**src/rtl/decoder24_seq.sv**
```systemverilog
// Select-code sequencer feeding a 2-to-4 decoder: sweeps {A,B} through all
// four codes, holding each for DWELL cycles, in one-shot or continuous mode.
//
// Ports:
//   clk   in  system clock, rising edge
//   rst   in  synchronous active-high reset
//   start in  begin a sweep (sampled in IDLE only)
//   stop  in  abort a sweep (sampled in RUN, beats start)
//   mode  in  0 one-shot, 1 continuous (latched when start is accepted)
//   A, B  out registered select code, A is the MSB
//   en    out code on A/B is a valid sweep code
//   busy  out sequencer in RUN or DONE
//   done  out one-cycle pulse after a completed one-shot sweep
module decoder24_seq #(
   parameter int DWELL = 4,
   parameter int CNT_W = 8,
   parameter bit GRAY  = 1'b0
) (
   input  logic clk,
   input  logic rst,
   input  logic start,
   input  logic stop,
   input  logic mode,
   output logic A,
   output logic B,
   output logic en,
   output logic busy,
   output logic done
);

   typedef enum logic [1:0] {
      S_IDLE,
      S_RUN,
      S_DONE
   } state_t;

   localparam logic [CNT_W-1:0] LP_LAST = CNT_W'(DWELL - 1);

   state_t           r_state;
   state_t           w_state_nxt;
   logic [CNT_W-1:0] r_cnt;
   logic [CNT_W-1:0] w_cnt_nxt;
   logic [1:0]       r_idx;
   logic [1:0]       w_idx_nxt;
   logic             r_mode;
   logic             w_mode_nxt;
   logic             w_last;
   logic             w_run_nxt;
   logic [1:0]       w_ab;
   logic             r_a;
   logic             r_b;
   logic             r_en;
   logic             r_busy;
   logic             r_done;

   assign w_last = (r_cnt == LP_LAST);

   always_comb begin
      w_state_nxt = r_state;
      w_cnt_nxt   = r_cnt;
      w_idx_nxt   = r_idx;
      w_mode_nxt  = r_mode;
      unique case (r_state)
         S_IDLE: begin
            w_cnt_nxt = '0;
            w_idx_nxt = 2'd0;
            if (start && !stop) begin
               w_state_nxt = S_RUN;
               w_mode_nxt  = mode;
            end
         end
         S_RUN: begin
            if (stop) begin
               w_state_nxt = S_IDLE;
               w_cnt_nxt   = '0;
               w_idx_nxt   = 2'd0;
            end else if (w_last) begin
               w_cnt_nxt = '0;
               // index wraps 3->0 on its own; one-shot leaves RUN here
               w_idx_nxt = r_idx + 2'd1;
               if (r_idx == 2'd3 && !r_mode) begin
                  w_state_nxt = S_DONE;
               end
            end else begin
               w_cnt_nxt = r_cnt + 1'b1;
            end
         end
         S_DONE: begin
            w_state_nxt = S_IDLE;
            w_cnt_nxt   = '0;
            w_idx_nxt   = 2'd0;
         end
         default: begin
            w_state_nxt = S_IDLE;
            w_cnt_nxt   = '0;
            w_idx_nxt   = 2'd0;
         end
      endcase
   end

   // outputs are derived from the next state so they land in the
   // same cycle as the state they describe
   assign w_run_nxt = (w_state_nxt == S_RUN);

   always_comb begin
      w_ab = 2'b00;
      if (w_run_nxt) begin
         if (GRAY) begin
            w_ab = {w_idx_nxt[1] ^ w_idx_nxt[0], w_idx_nxt[1]};
         end else begin
            w_ab = w_idx_nxt;
         end
      end
   end

   always_ff @(posedge clk) begin
      if (rst) begin
         r_state <= S_IDLE;
         r_cnt   <= '0;
         r_idx   <= 2'd0;
         r_mode  <= 1'b0;
         r_a     <= 1'b0;
         r_b     <= 1'b0;
         r_en    <= 1'b0;
         r_busy  <= 1'b0;
         r_done  <= 1'b0;
      end else begin
         r_state <= w_state_nxt;
         r_cnt   <= w_cnt_nxt;
         r_idx   <= w_idx_nxt;
         r_mode  <= w_mode_nxt;
         r_a     <= w_ab[1];
         r_b     <= w_ab[0];
         r_en    <= w_run_nxt;
         r_busy  <= (w_state_nxt != S_IDLE);
         r_done  <= (w_state_nxt == S_DONE);
      end
   end

   assign A    = r_a;
   assign B    = r_b;
   assign en   = r_en;
   assign busy = r_busy;
   assign done = r_done;

endmodule
```
**config.mk**
```make
export PLATFORM = sky130hd
export DESIGN_NAME = decoder24_seq
export DESIGN_NICKNAME = d
export VERILOG_FILES = /design/src/rtl/decoder24_seq.sv
export SDC_FILE = /design/constraint.sdc
export NUM_CORES = 1
export LEC_CHECK = 0
export CAP_MARGIN = 20
export CORE_MARGIN = 10
export CORE_UTILIZATION = 45
export CTS_BUF_LIST = sky130_fd_sc_hd__clkbuf_8 sky130_fd_sc_hd__clkbuf_16
export DETAILED_ROUTE_END_ITERATION = 12
export GPL_TIMING_DRIVEN = 1
export HOLD_SLACK_MARGIN = 0.05
export PLACE_DENSITY = 0.68
export RECOVER_POWER = 50
export SYNTH_ARGS = -nofsm -noshare
export SYNTH_HDL_FRONTEND = slang
export SYNTH_SLANG_ARGS = --single-unit
```
**constraint.sdc**
```tcl
create_clock -name clk -period 3.5 [get_ports clk]
set_input_delay 0.525 -clock clk [delete_from_list [all_inputs] [get_ports clk]]
set_output_delay 0.525 -clock clk [all_outputs]
set_load 0.01 [all_outputs]
```
==> impl_metrics.env <==
export IMPL_status="finished clean"
export IMPL_ant_nets=0
export IMPL_wl_per_cell_um=12.5
export IMPL_ioPinCount=10
export IMPL_setup_viol=0
export IMPL_drc_errors=0
export IMPL_cp_data_required_time_ns=3.68
export IMPL_core_area_sq_um=1510
export IMPL_power_density_nw_per_um2=451
export IMPL_gr_usage_all_layers=0.0833
export IMPL_clock_fmax_mhz=454
export IMPL_ys_ff_latch=18
export IMPL_yosysSeqAreaShare=0.499
export IMPL_cp_max_fo=12
export IMPL_hold_depth=1
export IMPL_initial_core_util=0.479
export IMPL_antenna_found_initial=0
export IMPL_hold_viol=0
export IMPL_reg2regPathDepth=4
export IMPL_h_tree_depth=1
export IMPL_avgViaCountPerCell=5.76
export IMPL_row_count=14
export IMPL_grt_overflow=0
export IMPL_vias=593
export IMPL_cts_buffers=3
export IMPL_skew_ns=0.00236
export IMPL_drt_pre_antenna_iters=4
export IMPL_routed_wl_um=1290
export IMPL_dieArea_sq_um=3610
export IMPL_globalplace_congestion=0.834
export IMPL_slew_viol_final=0
export IMPL_area_growth_pct=19.4
export IMPL_worst_ep_arrival_time_ns=2.38
export IMPL_max_stage_delay_ns=0.78
export IMPL_leakage_nw=0.305
export IMPL_grt_pass1_wl_um=2310
export IMPL_yosysWarnings=0
export IMPL_synth_distinct_cells=26
export IMPL_synthesis_area_sq_um=722
export IMPL_end_kind="register"
export IMPL_drt_iter0_markers=19
export IMPL_grt_pass1_vias=555
export IMPL_grt_max_degree=13
export IMPL_syn_avg_cell_area_sq_um=9.26
export IMPL_worstSetupStartpointType="primary input"
export IMPL_rsz0062_at_grt="no"
export IMPL_worstHoldPathType="register to register"
export IMPL_diodes=0
export IMPL_ir_drop_mv=0.204
export IMPL_cp_cell_sequence="dlygate4sd3_1 -> or4b_2 -> o21bai_1 -> a21oi_1"
export IMPL_fin_crit_sh=0.629
export IMPL_fp_dieW_um=60.1
export IMPL_crit_path_top_delay_cell="or4b_2"
export IMPL_nNetsFinal=95
export IMPL_cts_tree="done"
export IMPL_utilization=0.572
export IMPL_worstMarginPinSlew_ns=0.444
export IMPL_worstSetupPathType="primary input to register"
export IMPL_cts_sinks=18
export IMPL_cts_setup_buffers=0
export IMPL_hold_buffers=0
export IMPL_clock_latency_ns=0.25
export IMPL_min_period_ns=2.20
export IMPL_cts_path_max_buffers=2
export IMPL_mostFrequentLayoutCells="18 x dfxtp_1, 7 x a21oi_1, 6 x nor2_1, 6 x dlygate4sd3_1"
export IMPL_final_setup_tns_ns=0
export IMPL_syn_nets=85
export IMPL_layout_commonest_cell="dfxtp_1"
export IMPL_synthCells=78
export IMPL_drive_above_1_share=0.0920
export IMPL_cts_resized=0
export IMPL_slew_limit_headroom=0.703
export IMPL_clkTransAtPathRegs_ns=0.07
export IMPL_hpwl_um=995
export IMPL_cts_root_buf="clkbuf_8"
export IMPL_port_buffers=9
export IMPL_maxCapViolCount=0
export IMPL_die_h_um=60.1
==> synth_stat cells <==
cell type | n | area, sq um
nand4_1 | 1 | 6.26
nor3b_1 | 1 | 7.51
or4_1 | 1 | 7.51
buf_6 | 1 | 11.3
o21ai_0 | 5 | 25.0
or3_1 | 4 | 25.0
ha_1 | 2 | 25.0
dfxtp_1 | 18 | 360
nor4_1 | 4 | 25.0
nand3_1 | 5 | 25.0
o22ai_1 | 3 | 18.8
nor2_1 | 6 | 22.5
or2_2 | 1 | 6.26
nand2b_1 | 2 | 12.5
clkbuf_2 | 2 | 10.0
xnor2_1 | 1 | 8.76
or3b_2 | 1 | 8.76
o21bai_1 | 1 | 7.51
inv_1 | 2 | 7.51
or4b_2 | 2 | 20.0
nand4b_1 | 1 | 8.76
nand2_1 | 3 | 11.3
xor2_1 | 2 | 17.5
clkbuf_1 | 1 | 3.75
a21oi_1 | 7 | 35.0
nor3_1 | 1 | 5.00
==> cells by family (layout without fill, tap and decap cells) <==
logic type                 after synthesis  in the layout  share of synthesized area
xor gates and xnor gates                 3              3                     0.0364
AOI/OAI and AO/OA                       16             16                      0.120
and+or+nand+nor                         33             33                      0.265
adders and majority gates                2              2                     0.0347
DFF                                     18             18                      0.499
buffers and inverters                    6             15                     0.0451
==> power breakdown <==
part / switching, mW / internal [mW]
Sequential: 0.00120 / 0.208
Combinational: 0.00577 / 0.00840
Clock: 0.0661 / 0.0998
Total: 0.0730 / 0.316
==> routing by layer <==
metal | up-vias | part of all wire | wire length (um) | global-route usage
li1 | 303 | - | - | -
met1 | 266 | 0.45 | 577 | 0.0920
met2 | 20 | 0.45 | 577 | 0.134
met3 | 4 | 0.079 | 102 | 0.0297
met4 | 0 | 0.023 | 29 | 0.0481
met5 | - | 0 | 0 | 0
==> worst paths after layout <==
kind	start	endpoint	slack, ns
max	rst	r_cnt[6]	1.30
min	r_state[1]	busy	0.44
max reg2reg	r_cnt[0]	r_cnt[2]	1.71
min reg2reg	r_state[1]	busy	0.44
==> critical path: cells and delay by family <==
kind	cells	cell delay (ns)
and+or+nand+nor	1	0.78
AOI/OAI and AO/OA	2	0.47
buffers and inverters	1	0.60
==> final cells by class <==
class / count / area (sq um)
Inverter: 2 / 7.51
Multi-Input combinational cell: 54 / 329
Tap cell: 16 / 20.0
Fill cell: 134 / 644
Sequential cell: 18 / 360
Clock buffer: 4 / 55.1
Timing Repair Buffer: 9 / 90.1
==> sequential cells by signal, summed over array words and instances, names as in the netlist <==
name and count:
A 1, B 1, busy 1, done 1
en 1, r_cnt 8, r_idx 2, r_mode 1
r_state 2
==> stage by stage <==
| stage | power, mW | setup slack, ns | instance area [sq um] | hold slack, ns | std cells |
|---|---|---|---|---|---|
| final | 0.389 | 1.30 | 862 | 0.444 | 103 |
| after floorplan | 0.220 | 1.84 | 722 | 0.403 | 78 |
| after detailed placement | 0.228 | 1.14 | 807 | 0.431 | 99 |
| after global placement | 0.228 | 1.20 | 807 | 0.430 | 99 |
| after global routing | 0.403 | 1.17 | 862 | 0.477 | 103 |
| after CTS | 0.394 | 1.41 | 862 | 0.441 | 103 |
No activity file was read; power rests on OpenSTA's default activity.
